<file path="config.mk">
export PLATFORM = sky130hd
export DESIGN_NAME = chip_cmd_sequencer_flat
export DESIGN_NICKNAME = d
export VERILOG_FILES = /design/src/rtl/chip_cmd_sequencer_pkg.sv /design/src/rtl/chip_cmd_sequencer_if.sv /design/src/rtl/chip_cmd_sequencer_sync_2ff.sv /design/src/rtl/chip_cmd_sequencer.sv /design/src/flat_wrapper.sv
export SDC_FILE = /design/constraint.sdc
export NUM_CORES = 1
export LEC_CHECK = 0
export CAP_MARGIN = 20
export CORE_MARGIN = 4
export CORE_UTILIZATION = 30
export DETAILED_ROUTE_END_ITERATION = 6
export DONT_BUFFER_PORTS = 1
export PLACE_DENSITY = 0.4
export SYNTH_ARGS = -nofsm -noshare
export SYNTH_HDL_FRONTEND = slang
export SYNTH_HIERARCHICAL = 1
export SYNTH_SLANG_ARGS = --single-unit
</file>
<file path="constraint.sdc">
create_clock -name CLK -period 2.3 [get_ports CLK]
set_input_delay 0.23 -clock CLK [delete_from_list [all_inputs] [get_ports CLK]]
set_output_delay 0.23 -clock CLK [all_outputs]
set_load 0.005 [all_outputs]
</file>
<file path="src/rtl/chip_cmd_sequencer_pkg.sv">
// Shared opcodes, response tags, field offsets and FSM state encoding for the
// chip command sequencer.
package chip_cmd_pkg;

   localparam logic [3:0] OP_NOP      = 4'h0;
   localparam logic [3:0] OP_SET_ITF  = 4'h1;
   localparam logic [3:0] OP_WRITE    = 4'h2;
   localparam logic [3:0] OP_READ     = 4'h3;
   localparam logic [3:0] OP_WAIT_WEI = 4'h4;
   localparam logic [3:0] OP_WAIT_ACT = 4'h5;
   localparam logic [3:0] OP_STATUS   = 4'h6;

   localparam logic [3:0] TAG_RD  = 4'hA;
   localparam logic [3:0] TAG_STA = 4'h5;
   localparam logic [3:0] TAG_ERR = 4'hE;

   localparam logic [15:0] ERR_TIMEOUT = 16'h0001;
   localparam logic [15:0] ERR_ILLEGAL = 16'h0002;

   localparam int OP_LSB   = 28;
   localparam int RSVD_LSB = 24;
   localparam int ADDR_LSB = 16;
   localparam int DATA_LSB = 0;

   typedef enum logic [2:0] {
      ST_IDLE,
      ST_FETCH,
      ST_LATCH,
      ST_EXEC,
      ST_SER,
      ST_WAIT,
      ST_PUSH
   } seq_state_t;

   function automatic logic [31:0] make_resp(input logic [3:0]  tag,
                                             input logic [3:0]  op,
                                             input logic [7:0]  addr,
                                             input logic [15:0] payload);
      return {tag, op, addr, payload};
   endfunction

endpackage

</file>
<file path="src/rtl/chip_cmd_sequencer_if.sv">
// Host FIFO and serial-master signals seen by the command sequencer.
// master = sequencer side, slave = FIFO / serial master side.
interface chip_cmd_sequencer_if;

   logic [31:0] fifoa_dout;
   logic        fifoa_empty;
   logic        fifoa_ren;
   logic [31:0] fifob_din;
   logic        fifob_full;
   logic        fifob_wen;
   logic        ser_req;
   logic        ser_rw;
   logic [7:0]  ser_addr;
   logic [15:0] ser_wdata;
   logic        ser_ack;
   logic [15:0] ser_rdata;

   modport master (
      input  fifoa_dout, fifoa_empty, fifob_full, ser_ack, ser_rdata,
      output fifoa_ren, fifob_din, fifob_wen, ser_req, ser_rw, ser_addr, ser_wdata
   );

   modport slave (
      output fifoa_dout, fifoa_empty, fifob_full, ser_ack, ser_rdata,
      input  fifoa_ren, fifob_din, fifob_wen, ser_req, ser_rw, ser_addr, ser_wdata
   );

endinterface

</file>
<file path="src/rtl/chip_cmd_sequencer_sync_2ff.sv">
// Single-bit two-flop synchroniser for asynchronous chip status lines.
module sync_2ff (
   input  logic clk,
   input  logic rst,
   input  logic d,
   output logic q
);

   logic meta_q;
   logic sync_q;

   always_ff @(posedge clk) begin
      if (rst) begin
         meta_q <= 1'b0;
         sync_q <= 1'b0;
      end else begin
         meta_q <= d;
         sync_q <= meta_q;
      end
   end

   assign q = sync_q;

endmodule

</file>
<file path="src/rtl/chip_cmd_sequencer.sv">
// Command sequencer: pops command words from FIFO A, runs serial transactions or
// status waits, and pushes read-data / status / error words to FIFO B.
//
//  state    | meaning
//  ---------+-----------------------------------------------------------
//  ST_IDLE  | waiting for FIFO A word; pulses fifoa_ren when not empty
//  ST_FETCH | FIFO A read latency cycle
//  ST_LATCH | capture fifoa_dout into cmd_q
//  ST_EXEC  | decode cmd_q, apply SET_ITF / build status or error word
//  ST_SER   | serial request held until ser_ack
//  ST_WAIT  | waiting for synced status with timeout
//  ST_PUSH  | hold fifob_din, write once FIFO B has room
module chip_cmd_sequencer
   import chip_cmd_pkg::*;
#(
   parameter int TIMEOUT_CYC = 640000,
   parameter int TMO_W       = 20
) (
   input  logic                 CLK,
   input  logic                 rst,
   chip_cmd_sequencer_if.master bus,
   input  logic                 sta_wei,
   input  logic                 sta_act,
   output logic                 itf_sel,
   output logic                 busy,
   output logic                 err
);

   localparam logic [TMO_W-1:0] TMO_LAST = TMO_W'(TIMEOUT_CYC - 1);

   seq_state_t state_q, state_d;

   logic [31:0]      cmd_q;
   logic [31:0]      resp_q, resp_d;
   logic [TMO_W-1:0] tmo_q;
   logic             itf_q;
   logic             err_q;

   logic cmd_ld, itf_ld, err_set, resp_ld, tmo_clr, tmo_inc;
   logic sta_wei_s, sta_act_s;
   logic wait_hit;

   logic [3:0]  cmd_op;
   logic [7:0]  cmd_addr;
   logic [15:0] cmd_data;

   sync_2ff u_sync_wei (
      .clk (CLK),
      .rst (rst),
      .d   (sta_wei),
      .q   (sta_wei_s)
   );

   sync_2ff u_sync_act (
      .clk (CLK),
      .rst (rst),
      .d   (sta_act),
      .q   (sta_act_s)
   );

   assign cmd_op   = cmd_q[OP_LSB +: 4];
   assign cmd_addr = cmd_q[ADDR_LSB +: 8];
   assign cmd_data = cmd_q[DATA_LSB +: 16];

   // Reserved nibble is carried in cmd_q but never interpreted.
   wire unused_rsvd = ^cmd_q[RSVD_LSB +: 4];

   assign wait_hit = (cmd_op == OP_WAIT_WEI) ? sta_wei_s : sta_act_s;

   always_ff @(posedge CLK) begin
      if (rst) begin
         state_q <= ST_IDLE;
      end else begin
         state_q <= state_d;
      end
   end

   always_comb begin
      state_d = state_q;
      cmd_ld  = 1'b0;
      itf_ld  = 1'b0;
      err_set = 1'b0;
      resp_ld = 1'b0;
      resp_d  = resp_q;
      tmo_clr = 1'b0;
      tmo_inc = 1'b0;

      case (state_q)
         ST_IDLE: begin
            if (!bus.fifoa_empty) state_d = ST_FETCH;
         end
         ST_FETCH: begin
            state_d = ST_LATCH;
         end
         ST_LATCH: begin
            cmd_ld  = 1'b1;
            state_d = ST_EXEC;
         end
         ST_EXEC: begin
            tmo_clr = 1'b1;
            case (cmd_op)
               OP_NOP: begin
                  state_d = ST_IDLE;
               end
               OP_SET_ITF: begin
                  itf_ld  = 1'b1;
                  state_d = ST_IDLE;
               end
               OP_WRITE, OP_READ: begin
                  state_d = ST_SER;
               end
               OP_WAIT_WEI, OP_WAIT_ACT: begin
                  state_d = ST_WAIT;
               end
               OP_STATUS: begin
                  resp_ld = 1'b1;
                  resp_d  = make_resp(TAG_STA, cmd_op, cmd_addr,
                                      {13'd0, err_q, sta_wei_s, sta_act_s});
                  state_d = ST_PUSH;
               end
               default: begin
                  err_set = 1'b1;
                  resp_ld = 1'b1;
                  resp_d  = make_resp(TAG_ERR, cmd_op, cmd_addr, ERR_ILLEGAL);
                  state_d = ST_PUSH;
               end
            endcase
         end
         ST_SER: begin
            if (bus.ser_ack) begin
               if (cmd_op == OP_READ) begin
                  resp_ld = 1'b1;
                  resp_d  = make_resp(TAG_RD, cmd_op, cmd_addr, bus.ser_rdata);
                  state_d = ST_PUSH;
               end else begin
                  state_d = ST_IDLE;
               end
            end
         end
         ST_WAIT: begin
            // Status wins over timeout when both land in the same cycle.
            if (wait_hit) begin
               tmo_clr = 1'b1;
               state_d = ST_IDLE;
            end else if (tmo_q == TMO_LAST) begin
               tmo_clr = 1'b1;
               err_set = 1'b1;
               resp_ld = 1'b1;
               resp_d  = make_resp(TAG_ERR, cmd_op, cmd_addr, ERR_TIMEOUT);
               state_d = ST_PUSH;
            end else begin
               tmo_inc = 1'b1;
            end
         end
         ST_PUSH: begin
            if (!bus.fifob_full) state_d = ST_IDLE;
         end
         default: begin
            state_d = ST_IDLE;
         end
      endcase
   end

   always_ff @(posedge CLK) begin
      if (rst) begin
         cmd_q  <= '0;
         resp_q <= '0;
         tmo_q  <= '0;
         itf_q  <= 1'b0;
         err_q  <= 1'b0;
      end else begin
         if (cmd_ld)  cmd_q  <= bus.fifoa_dout;
         if (itf_ld)  itf_q  <= cmd_data[0];
         if (err_set) err_q  <= 1'b1;
         if (resp_ld) resp_q <= resp_d;
         if (tmo_clr) begin
            tmo_q <= '0;
         end else if (tmo_inc) begin
            tmo_q <= tmo_q + 1'b1;
         end
      end
   end

   // rst gates the read strobe so a non-empty FIFO A is never popped in reset.
   assign bus.fifoa_ren = (state_q == ST_IDLE) && !bus.fifoa_empty && !rst;
   assign bus.fifob_wen = (state_q == ST_PUSH) && !bus.fifob_full;
   assign bus.fifob_din = resp_q;
   assign bus.ser_req   = (state_q == ST_SER);
   assign bus.ser_rw    = (cmd_op == OP_READ);
   assign bus.ser_addr  = cmd_addr;
   assign bus.ser_wdata = cmd_data;

   assign itf_sel = itf_q;
   assign busy    = (state_q != ST_IDLE);
   assign err     = err_q;

endmodule

</file>
<file path="src/flat_wrapper.sv">
// flat-port wrapper written by rule: the top's interface ports become plain ports
module chip_cmd_sequencer_flat import chip_cmd_pkg::*;
#(
   parameter int TIMEOUT_CYC = 640000,
   parameter int TMO_W       = 20
)
  (CLK, rst, sta_wei, sta_act, itf_sel, busy, err, bus_fifoa_dout, bus_fifoa_empty, bus_fifob_full, bus_ser_ack, bus_ser_rdata, bus_fifoa_ren, bus_fifob_din, bus_fifob_wen, bus_ser_req, bus_ser_rw, bus_ser_addr, bus_ser_wdata);
  chip_cmd_sequencer_if bus_i ();
  input  logic CLK;
  input  logic rst;
  input  logic sta_wei;
  input  logic sta_act;
  output logic itf_sel;
  output logic busy;
  output logic err;
  input wire logic [$bits(bus_i.fifoa_dout)-1:0] bus_fifoa_dout;
  input wire logic [$bits(bus_i.fifoa_empty)-1:0] bus_fifoa_empty;
  input wire logic [$bits(bus_i.fifob_full)-1:0] bus_fifob_full;
  input wire logic [$bits(bus_i.ser_ack)-1:0] bus_ser_ack;
  input wire logic [$bits(bus_i.ser_rdata)-1:0] bus_ser_rdata;
  output wire logic [$bits(bus_i.fifoa_ren)-1:0] bus_fifoa_ren;
  output wire logic [$bits(bus_i.fifob_din)-1:0] bus_fifob_din;
  output wire logic [$bits(bus_i.fifob_wen)-1:0] bus_fifob_wen;
  output wire logic [$bits(bus_i.ser_req)-1:0] bus_ser_req;
  output wire logic [$bits(bus_i.ser_rw)-1:0] bus_ser_rw;
  output wire logic [$bits(bus_i.ser_addr)-1:0] bus_ser_addr;
  output wire logic [$bits(bus_i.ser_wdata)-1:0] bus_ser_wdata;
  assign bus_i.fifoa_dout = bus_fifoa_dout;
  assign bus_i.fifoa_empty = bus_fifoa_empty;
  assign bus_i.fifob_full = bus_fifob_full;
  assign bus_i.ser_ack = bus_ser_ack;
  assign bus_i.ser_rdata = bus_ser_rdata;
  assign bus_fifoa_ren = bus_i.fifoa_ren;
  assign bus_fifob_din = bus_i.fifob_din;
  assign bus_fifob_wen = bus_i.fifob_wen;
  assign bus_ser_req = bus_i.ser_req;
  assign bus_ser_rw = bus_i.ser_rw;
  assign bus_ser_addr = bus_i.ser_addr;
  assign bus_ser_wdata = bus_i.ser_wdata;
  chip_cmd_sequencer #(.TIMEOUT_CYC(TIMEOUT_CYC), .TMO_W(TMO_W)) u_core (.CLK(CLK), .rst(rst), .bus(bus_i), .sta_wei(sta_wei), .sta_act(sta_act), .itf_sel(itf_sel), .busy(busy), .err(err));
endmodule
</file>
==> metrics.md, run 1 <==
| Metric | Value |
|---|---|
| Top cell type's share of synthesized area | 0.4507 |
| Nets | 500 |
| Clk pin slew, worst setup/hold paths | 0.06 ns |
| Most common cell in the netlist | dfxtp_1 |
| Chip Height | 122.1 um |
| Hold Vio Cnt, Final | 0 |
| Routed Antenna Nets | 0 |
| Die area | 0.01492 sq mm |
| Post-synthesis compound-gate area fraction | 0.1383 |
| Cell taking the most area after synthesis | dfxtp_1 |
| #FFs+latches synth | 88 |
| Met1 WL | 4.258 mm |
| Slew headroom | 0.5843 |
| Cts bufs inserted | 9 |
| Avg WL per Cell | 15.94 um |
| Static leakage | 1.449 nW |
| Uppermost layer routed | met4 |
| Worst Hold Class | in2reg |
| Met3 WL | 616 um |
| Num rows | 41 |
| WP data arrival | 2.34 ns |
| # fillers | 1351 |
| Mux share of post-synthesis cell area | 0.04641 |
| Worst-Margin Slew | 0.6235 ns |
| Dpl hpwl | 6.694 mm |
| Remaining DRCs | 0 |
| Clock root cell | clkbuf_16 |
| Syn_area_per_cell | 8.725 sq um |
| Crit path time final | 2.069 ns |
| First-pass GRT wire length | 15.79 mm |
| Vias | 2998 |
| Status | completed |
| Largest family of logic cells by synthesized area | simple AND/OR/NAND/NOR gates |
| Post-Syn Nets | 504 |
| YS warnings | 6 |
| Area grow syn2layout | 13.12% |
| Port bufs | 0 |
| Pre-CTS WS | -0.01792 ns |
| Switching Share | 0.3071 |
| Adder-Cell Fraction of Synth Area | 0.003201 |
| Clk_lat worst skew | 0.35 ns |
| Gate power share | 0.196 |
| RD Place Congestion | 0.7237 |
| Total GRT Usage | 0.1367 |
| Top post-synthesis cells by count | dfxtp_1 (88), nand2_1 (67), a21oi_1 (47), buf_4 (28), nand2b_1 (28) |
| Maximum vdd drop | 0.5052 mV |
| Max Clock Freq | 483.3 MHz |
| CTS H-tree depth | 3 |
| I/O Pins | 118 |
| CP startpoint kind | flop |
| Final WL | 9.881 mm |
| Remaining Overflow, GRT | 0 |
| Endpoint class of the critical path | flop |
| TritonCTS clock tree | built |
| Post-synthesis simple-gate area fraction | 0.2490 |
| Initial antenna violation count | 0 |
| Layout cells sized above 1 | 0.09821 |
| Largest net degree at the start of global routing | 42 |
| Clk_skew | 0.01003 ns |
| Sequential area share after synthesis | 0.4507 |
| Synthesized cell area | 0.003909 sq mm |
| Mapped Cells | 448 |
| TritonCTS Sinks | 88 |
| Count of final setup violators | 0 |
| Power Density | 885.3 mW/mm^2 |
| Seq pwr share | 0.466 |
| Met2 WL | 4.847 mm |
| Post-synthesis xor/xnor area fraction | 0.02689 |
| Post-route worst setup slack | 0.2307 ns |
| Vias in the first global route | 3039 |
| Max Cap Violations | 0 |
| RSZ-0062 raised after global routing | false |
| Core Footprint | 0.01267 sq mm |
| Clock power share | 0.338 |
| Number of synthesized flops with an enable pin | 0 |
| CTS Buffer Depth | 2 |
| Pre-Repair DR Iteration Count | 4 |
| Crit path kind | reg2reg |
| Die X | 122.1 um |
| Int Power | 2.713 mW |
| P_sw | 1.202 mW |
| Initial Util | 0.3085 |
| Antenna Cells | 0 |
| Synth top area cells | dfxtp_1 (45%), nand2_1 (6.4%), a21oi_1 (6.0%) |
| Initial drt markers | 214 |
| Most used DFF post-synth | dfxtp_1 |
| Pwr Total | 3.915 mW |
| Yosys cell types | 52 |
| Period utilization | 0.8997 |
| Vias per cell | 4.835 |
| Critical-path maximum fanout | 8 |
| Fin. max-slew vios | 0 |
| Worst EP required | 2.57 ns |
| Async S/R FF share, synth | 0 |
[registers in the layout, summed over array words and instances, names as in the netlist]
register,flops
u_core/cmd_q,28
u_core/tmo_q,20
u_core/u_sync_wei/q,1
u_core/err,1
u_core/u_sync_act/q,1
u_core/itf_sel,1
u_core/bus.fifob_din,31
u_core/u_sync_act/meta_q,1
u_core/u_sync_wei/meta_q,1
u_core/state_q,3
[what timing repair did]
| action | 4_1_cts | 5_1_grt |
|---|---|---|
| setup buffers | 0 | 0 |
| endpoints found under the setup margin | 13 | 0 |
| gates resized for setup | 1 | 0 |
| hold buffers | 15 | 0 |
| hold endpoints to repair | 53 | 0 |
[power by group through the flow]
| stage | Clock, mW | Combinational [mW] | Sequential (mW) |
|---|---|---|---|
| CTS | 1.37 | 0.784 | 1.83 |
| floorplan | 0 | 0.701 | 1.77 |
| finish | 1.32 | 0.767 | 1.83 |
| global route | 1.44 | 0.874 | 1.85 |
| detailed placement | 0 | 0.747 | 1.87 |
| global placement | 0 | 0.735 | 1.86 |
[stage by stage]
step           cells  setup TNS [ns]  utilization  hold slack [ns]  area, sq um
2_1_floorplan    448               0            -           0.3016         3909
3_3_place_gp     590               0       0.3158           0.3100         4001
3_5_place_dp     590         -0.1412       0.3158           0.3104         4001
4_1_cts          620               0       0.3490         0.001104         4422
5_1_grt          620               0       0.3490         0.004309         4422
6_report         620               0       0.3490          0.01312         4422
[critical path: stages (launching register included)]
cell	delay, ns
dfxtp_1	0.39
nor4b_4	0.36
buf_4	0.18
mux2i_1	0.09
a21o_1	0.26
buf_4	0.19
or4_1	0.39
a21oi_1	0.15
[layout make-up]
class,count,area (sq um),share of cell area
sequential,88,1762,0.3984
timing repair buffer,36,342.8,0.07753
inverter,6,22.52,0.005093
clock buffer,12,236.5,0.05348
clock inverter,3,20.02,0.004527
tap,172,215.2,0.04867
multi-input combinational,303,1823,0.4123
[per-layer routing]
layer,vias up,track usage
met5,-,0
met4,0,0.05248
met3,10,0.05292
met2,63,0.2269
met1,1402,0.1594
li1,1523,-
[worst paths after layout]
path | start | end | slack (ns) | depth (start not counted)
max | u_core/cmd_q[29]$_SDFFE_PP0P_ | u_core/tmo_q[6]$_SDFFE_PP0N_ | 0.23 | 7
min | bus_fifoa_dout[13] | u_core/cmd_q[13]$_SDFFE_PP0P_ | 0.01 | 2
min reg2reg | u_core/u_sync_act/meta_q$_SDFF_PP0_ | u_core/u_sync_act/q$_SDFF_PP0_ | 0.45 | 1
max reg2reg | u_core/cmd_q[29]$_SDFFE_PP0P_ | u_core/tmo_q[6]$_SDFFE_PP0N_ | 0.23 | 7
[placed cells by master (no fill, tap or decap), types with 6 or more instances in the layout]
cell	instances
a22o_1	13
buf_4	19
nor3_1	8
o21ai_0	9
clkbuf_16	9
mux2i_1	17
or3_1	7
dfxtp_1	88
xnor2_1	11
nand2b_1	28
nand2_1	67
nor2_1	24
nand3_1	9
dlygate4sd3_1	14
a21oi_1	46
nor4_1	6
inv_1	6
[cells by family after synthesis]
logic type	count (synthesis)
mux	18
simple gates	184
fa+ha+maj	1
compound gates	88
xor+xnor	12
buf+inv	57
flops	88
No activity file was read; power rests on OpenSTA's default activity.
==> run 2, diff against run 1 <==
CORE_UTILIZATION = 63   (was 30)
CTS_CLUSTER_SIZE = 25   (was default)
PLACE_DENSITY = 0.75   (was 0.4)
SLEW_MARGIN = 40   (was default)
==> run 2 against run 1 <==
Net effect:
- critical path type unchanged
- clock power fell by 15%
- total power fell by 5.2%
- first-iteration DRC count down 22%
- combinational power is 0.5% lower
==> metrics.md, run 2 (synthesized netlist as in run 1, its figures left out) <==
| Metric | Value |
|---|---|
| Multi-input gate area | 0.001817 sq mm (-0.34%) |
| TritonCTS clock tree | built |
| Core Footprint | 0.005956 sq mm (-53%) |
| Placed Cells | 491 (-17%) |
| Layout cells sized above 1 | 0.09684 (-0.001372) |
| Initial antenna violation count | 0 (unchanged) |
| Slew headroom | 0.5946 (+0.01025) |
| Largest net degree at the start of global routing | 42 (unchanged) |
| Status | completed |
| Vias in the first global route | 3022 (-0.56%) |
| Total GRT Usage | 0.2406 (+0.1039) |
| Period utilization | 0.9148 (+0.01514) |
| Reg area | 0.001762 sq mm (unchanged) |
| Post-DP Area | 0.003834 sq mm (-4.2%) |
| Max Cap Violations | 0 (unchanged) |
| Worst Hold Class | in2reg |
| Maximum vdd drop | 0.6179 mV (+22%) |
| Final Non-Filler Cells | 550 (-11%) |
| Die area | 0.007528 sq mm (-50%) |
| Static leakage | 1.539 nW (+6.2%) |
| Fin. max-slew vios | 0 (unchanged) |
| Remaining DRCs | 0 (unchanged) |
| Most common cell after layout, fill and taps aside | dfxtp_1 |
| Area grow syn2layout | 14.69% |
| Die X | 86.77 um (-29%) |
| Vias | 3151 (+5.1%) |
| Dpl hpwl | 5.543 mm (-17%) |
| Endpoint class of the critical path | flop |
| Initial drt markers | 166 (-22%) |
| Critical-path maximum fanout | 10 (+2) |
| RD Place Congestion | 0.7686 (+6.2%) |
| # fillers | 441 (-67%) |
| CTS Buffer Depth | 2 (unchanged) |
| I/O Pins | 118 (unchanged) |
| Worst-Margin Slew | 0.6035 ns (-0.02002 ns) |
| Final WL | 9.002 mm (-8.9%) |
| Hold Vio Cnt, Final | 0 (unchanged) |
| TritonCTS Sinks | 88 (unchanged) |
| Largest register FFs | 31 (unchanged) |
| Cts bufs inserted | 9 (unchanged) |
| CTS H-tree depth | 3 (unchanged) |
| Routed Antenna Nets | 0 (unchanged) |
| First-pass GRT wire length | 14.43 mm (-8.6%) |
| Num rows | 28 (-32%) |
| Max Clock Freq | 475.3 MHz (-1.7%) |
| Chip Height | 86.77 um (-29%) |
| Crit path kind | reg2reg |
| Hold Worst Slack | 0.02001 ns (+0.006894 ns) |
| Antenna Cells | 0 (unchanged) |
| Power Density | 827.4 mW/mm^2 (-6.5%) |
| Nets | 526 (+5.2%) |
| Crit path time final | 2.104 ns (+0.03482 ns) |
| Layout Cell Area excl Fill | 0.004483 sq mm (+1.4%) |
| Clk_skew | 0.01580 ns (+0.005766 ns) |
| Clk pin slew, worst setup/hold paths | 0.10 ns (+0.04 ns) |
| Setup bufs post-CTS | 0 (unchanged) |
| Remaining Overflow, GRT | 0 (unchanged) |
| RSZ-0062 raised after global routing | false |
| Clock root cell | clkbuf_8 |
| Count of final setup violators | 0 (unchanged) |
| CP startpoint kind | flop |
| Pre-Repair DR Iteration Count | 4 (unchanged) |
| WP data arrival | 2.39 ns (+0.05 ns) |
| Clk_lat worst skew | 0.36 ns (about the same) |
| Initial Util | 0.6563 (+0.3478) |
| Avg WL per Cell | 16.37 um (+2.7%) |
| Most frequent cells in the layout | dfxtp_1 (88), nand2_1 (67), a21oi_1 (46) |
| Worst EP required | 2.59 ns (+0.02 ns) |
| Vias per cell | 5.729 (+18%) |
| Port bufs | 0 (unchanged) |
## run 2: cell types whose count changed in the layout (fill, tap and decap cells not counted), moves of 2 or more
cell           before  now
buf_12              3    1
clkbuf_1            3    0
clkbuf_16           9    0
clkbuf_8            0    9
clkinvlp_4          2    0
dlygate4sd3_1      14   42
inv_6               0    4
## run 2: timing repair
| action | CTS | global route |
|---|---|---|
| endpoints found under the hold margin | 51 | 2 |
| endpoints found under the setup margin | 13 | 0 |
| gates resized for setup | 1 | 0 |
| hold buffers | 41 | 2 |
## run 2: report_power, final
group / switching, mW / total [mW] / leakage [nW] / internal (mW)
logic: 0.433 / 0.763 / 0.720 / 0.329
clock network: 0.598 / 1.12 / 0.107 / 0.524
registers: 0.162 / 1.83 / 0.712 / 1.66
## run 2: area by class of cell
type / count / area share
flip-flops and latches: 88 / 0.3930
well taps: 75 / 0.02093
clock inverters: 7 / 0.01814
inverters: 6 / 0.005024
clock buffers: 9 / 0.02763
multi-input cells: 303 / 0.4052
repair buffers: 62 / 0.1301
## run 2: metrics by stage
| step | util | setup WS [ns] | power (mW) | setup TNS, ns |
|---|---|---|---|---|
| 4_1_cts | 0.7494 | 0.1949 | 3.700 | 0 |
| 2_1_floorplan | - | 0.4032 | 2.471 | 0 |
| 6_report | 0.7527 | 0.1959 | 3.709 | 0 |
| 3_5_place_dp | 0.6437 | -0.02432 | 2.529 | -0.02432 |
| 5_1_grt | 0.7527 | 0.04098 | 3.910 | 0 |
| 3_3_place_gp | 0.6437 | 0.09951 | 2.503 | 0 |
## run 2: worst max-delay path: stages, from the launching register on
cell     delay (ns)
dfxtp_1        0.46
nor4b_4        0.38
mux2i_1        0.16
a21o_1         0.28
buf_4          0.20
or4_1          0.39
a21oi_1        0.14
## run 2: path summary, 6_finish.rpt
check	startpoint	endpoint	slack, ns	cells past startpoint
worst max-delay path	u_core/cmd_q[30]$_SDFFE_PP0P_	u_core/tmo_q[6]$_SDFFE_PP0N_	0.20	6
worst min-delay path	bus_fifoa_dout[18]	u_core/cmd_q[18]$_SDFFE_PP0P_	0.02	2
worst max register to register	u_core/cmd_q[30]$_SDFFE_PP0P_	u_core/tmo_q[6]$_SDFFE_PP0N_	0.20	6
worst min register to register	u_core/u_sync_wei/meta_q$_SDFF_PP0_	u_core/u_sync_wei/q$_SDFF_PP0_	0.45	1
## run 2: layer usage
metal	wire length [um]	up-vias	global-route usage
li1	-	1578	-
met1	3768	1480	0.2936
met3	684	7	0.08745
met5	0	-	0
met2	4474	86	0.3943
met4	74	0	0.07790
==> run 3, diff against run 2 <==
CELL_PAD_IN_SITES_DETAIL_PLACEMENT = 1   (was default)
CELL_PAD_IN_SITES_GLOBAL_PLACEMENT = 1   (was default)
CORE_UTILIZATION = 45   (was 63)
PLACE_DENSITY = 0.74   (was 0.75)
SYNTH_HIERARCHICAL = default   (was 1)
==> run 3 against run 2 <==
Net effect:
- critical path depth rose by 1
- synthesized area fell by 1.2%
- total power fell by 17%
- final area fell by 3.4%
- clock skew fell by 0.0015 ns
- wire length rose by 15%
- setup slack got worse by 0.010 ns
- highest routed layer unchanged
- critical endpoint is now u_core.bus.fifob_din[17]$_SDFFE_PP0P_
- global-route usage fell by 3.3 points
- final cell count rose by 6.2%
- sequential share of layout area rose by 1.4 points
- core utilization fell by 23 points
==> metrics.md, run 3 <==
| Metric | Value |
|---|---|
| Dpl hpwl | 6.798 mm (+23%) |
| Remaining Overflow, GRT | 0 (unchanged) |
| Slew headroom | 0.7352 (+0.1406) |
| Synthesized cell area | 0.003862 sq mm (-1.2%) |
| Power Density | 712.1 mW/mm^2 (-14%) |
| Layout Cell Area excl Fill | 0.004329 sq mm (-3.4%) |
| Async S/R FF share, synth | 0 (unchanged) |
| # fillers | 988 (+120%) |
| Max Clock Freq | 472.9 MHz (-0.49%) |
| WP data arrival | 2.35 ns (-0.04 ns) |
| Largest family of logic cells by synthesized area | simple AND/OR/NAND/NOR gates |
| Fin. max-slew vios | 0 (unchanged) |
| Post-Syn Nets | 530 (+5.2%) |
| Top cell by count, worst path | nand2_1 |
| Final Non-Filler Cells | 584 (+6.2%) |
| CP max stage delay | 0.48 ns (+0.02 ns) |
| Die area | 0.01013 sq mm (+35%) |
| Mux share of post-synthesis cell area | 0.01458 (-0.03184) |
| Top post-synthesis cells by count | nand2_1 (111), dfxtp_1 (88), a21oi_1 (67), buf_4 (27), nor2_1 (26) |
| Avg WL per Cell | 17.66 um (+7.9%) |
| Critical-path maximum fanout | 14 (+4) |
| Number of synthesized flops with an enable pin | 0 (unchanged) |
| Clock root cell | clkbuf_8 |
| Syn_area_per_cell | 8.149 sq um (-6.6%) |
| Chip Height | 100.6 um (+16%) |
| Clk_skew | 0.01432 ns (-0.001480 ns) |
| Total GRT Usage | 0.2078 (-0.03275) |
| Hold Vio Cnt, Final | 0 (unchanged) |
| R2R setup slack | 0.19 ns (about the same) |
| Initial antenna violation count | 0 (unchanged) |
| Crit path from | u_core.tmo_q[0]$_SDFFE_PP0P_ |
| Cts bufs inserted | 9 (unchanged) |
| First-pass GRT wire length | 16.83 mm (+17%) |
| Most common cell in the netlist | nand2_1 |
| Initial Util | 0.4654 (-0.1909) |
| Vias | 3332 (+5.7%) |
| Slowest cell on crit path | o31a_2 |
| Die X | 100.6 um (+16%) |
| RD Place Congestion | 0.8081 (+5.1%) |
| Pre-Repair DR Iteration Count | 4 (unchanged) |
| Core Footprint | 0.008299 sq mm (+39%) |
| Post-synthesis compound-gate area fraction | 0.1500 (+0.01170) |
| Worst Path Buf+Inv | 1 (unchanged) |
| YS warnings | 0 (-6) |
| Num rows | 33 (+18%) |
| Setup Total Neg Slack | 0 ns (unchanged) |
| Vias per cell | 5.705 (-0.41%) |
| Status | completed |
| Placed Cells | 542 (+10%) |
| Gate power share | 0.075 (-0.131) |
| Worst-Margin Slew | 0.3966 ns (-0.2069 ns) |
| Crit path time final | 2.114 ns (+0.01037 ns) |
| Top cell type's share of synthesized area | 0.4561 (+0.005402) |
| Hold Worst Slack | 0.01633 ns (-0.003683 ns) |
| Remaining DRCs | 0 (unchanged) |
| Clock power share | 0.403 (+0.101) |
| Period utilization | 0.9193 (+0.004510) |
| Static leakage | 1.452 nW (-5.7%) |
| Seq pwr share | 0.522 (+0.030) |
| Layout cells sized above 1 | 0.09812 (+0.001279) |
| Max Cap Violations | 0 (unchanged) |
| Port bufs | 0 (unchanged) |
| Int Power | 2.341 mW (-7.0%) |
| Worst EP required | 2.53 ns (-0.06 ns) |
| I/O Pins | 118 (unchanged) |
| CTS H-tree depth | 3 (unchanged) |
| Post-synthesis simple-gate area fraction | 0.2566 (+0.007520) |
| CP top delay family | simple AND/OR/NAND/NOR gates |
| Yosys cell types | 55 (+5.8%) |
| Post-DP Area | 0.003806 sq mm (-0.72%) |
| Routed Antenna Nets | 0 (unchanged) |
| P_sw | 0.7415 mW (-38%) |
| Area grow syn2layout | 12.08% |
| Worst Hold Class | in2reg |
| Synth top area cells | dfxtp_1 (46%), nand2_1 (11%), a21oi_1 (8.7%) |
| Mapped Cells | 474 (+5.8%) |
| CP startpoint kind | flop |
| Endpoint class of the critical path | flop |
| Sequential area share after synthesis | 0.4561 (+0.005402) |
| RSZ-0062 raised after global routing | false |
| Clk_lat worst skew | 0.36 ns (about the same) |
| Most common cell after layout, fill and taps aside | nand2_1 |
| #FFs+latches synth | 88 (unchanged) |
| Adder-Cell Fraction of Synth Area | 0.003239 (+0.00003837) |
| Crit path kind | reg2reg |
| Cell taking the most area after synthesis | dfxtp_1 |
| CP cell instances | ha_1 > nand2_1 > or3_1 > o31a_2 > buf_4 > nand2_1 > a21oi_1 |
| Nets | 530 (+0.76%) |
| Switching Share | 0.2405 (-0.08103) |
| Most frequent cells in the layout | nand2_1 (111), dfxtp_1 (88), a21oi_1 (67) |
| Initial drt markers | 107 (-36%) |
| Clk pin slew, worst setup/hold paths | 0.09 ns (about the same) |
| CTS Buffer Depth | 2 (unchanged) |
| Largest net degree at the start of global routing | 69 (+64%) |
| TritonCTS Sinks | 88 (unchanged) |
| Maximum vdd drop | 0.4082 mV (-34%) |
| Vias in the first global route | 3414 (+13%) |
| Min-delay src | bus_ser_rdata[15] |
| Final WL | 10.32 mm (+15%) |
| Antenna Cells | 0 (unchanged) |
| Count of final setup violators | 0 (unchanged) |
| Critical R2R Launch | u_core.tmo_q[0]$_SDFFE_PP0P_ |
| Largest register FFs | 31 (unchanged) |
| Post-synthesis xor/xnor area fraction | 0.02494 (-0.001945) |
| TritonCTS clock tree | built |
| Most used DFF post-synth | dfxtp_1 |
==> run 3: changes by cell type after synthesis, sizes merged, moves of 5 or more <==
| cell | previous run | this run |
|---|---|---|
| mux2i | 17 | 3 |
| nand2 | 67 | 111 |
| a22o | 13 | 0 |
| a21oi | 47 | 67 |
| nand3 | 9 | 23 |
| clkbuf | 15 | 20 |
| nand2b | 28 | 0 |
==> run 3: final timing paths <==
kind,depth (start not counted),to
worst max-delay path,7,u_core.bus.fifob_din[17]$_SDFFE_PP0P_
worst min-delay path,2,u_core.bus.fifob_din[15]$_SDFFE_PP0P_
worst max register to register,7,u_core.bus.fifob_din[17]$_SDFFE_PP0P_
worst min register to register,1,u_core.u_sync_act.q$_SDFF_PP0_
==> run 3: worst register-to-register path, stage by stage (launching register included) <==
cell and delay, ns:
dfxtp_1 0.38, ha_1 0.22, nand2_1 0.13, or3_1 0.41, o31a_2 0.48, buf_4 0.22
nand2_1 0.09, a21oi_1 0.06
==> run 3: timing repair <==
item	CTS	global route
setup buffers	0	0
setup endpoints to repair	0	19
hold buffers	26	0
endpoints found under the hold margin	68	0
resized for setup	0	2
==> run 3: kinds of logic after synthesis <==
| family | after synthesis |
|---|---|
| buffers and inverters | 63 |
| and+or+nand+nor | 209 |
| AOI/OAI and AO/OA | 97 |
| muxes | 5 |
| DFF | 88 |
| adders and majority gates | 1 |
| xor gates and xnor gates | 11 |
==> run 3: final cells by class <==
| type | count | area (sq um) | share of cell area |
|---|---|---|---|
| Inverter | 8 | 30.03 | 0.006936 |
| Clock inverter | 5 | 86.33 | 0.01994 |
| Tap cell | 105 | 131.4 | 0.03035 |
| Sequential cell | 88 | 1762 | 0.4069 |
| Timing Repair Buffer | 44 | 425.4 | 0.09827 |
| Clock buffer | 11 | 151.4 | 0.03497 |
| Multi-Input combinational cell | 323 | 1743 | 0.4026 |
==> run 3: per-stage QoR <==
stage	power (mW)	worst slack (ns)	utilization
after floorplan	1.804	0.3436	-
after global placement	1.803	0.1918	0.4586
after detailed placement	1.812	0.1326	0.4586
after CTS	3.111	0.05504	0.5207
after global routing	3.222	0.007477	0.5216
final	3.083	0.1855	0.5216
==> run 3: metal layers <==
metal	vias up	track usage	share of wire
met1	1623	0.2508	0.42
met5	-	0	0
li1	1593	-	-
met2	103	0.3499	0.49
met4	0	0.06632	0.012
met3	13	0.06713	0.079
==> run 3: power groups by stage <==
| stage | clock (mW) | sequential, mW | combinational [mW] |
|---|---|---|---|
| 4_1_cts | 1.27 | 1.61 | 0.228 |
| 3_3_place_gp | 0 | 1.64 | 0.160 |
| 6_report | 1.24 | 1.61 | 0.230 |
| 2_1_floorplan | 0 | 1.62 | 0.186 |
| 5_1_grt | 1.35 | 1.62 | 0.257 |
| 3_5_place_dp | 0 | 1.64 | 0.168 |
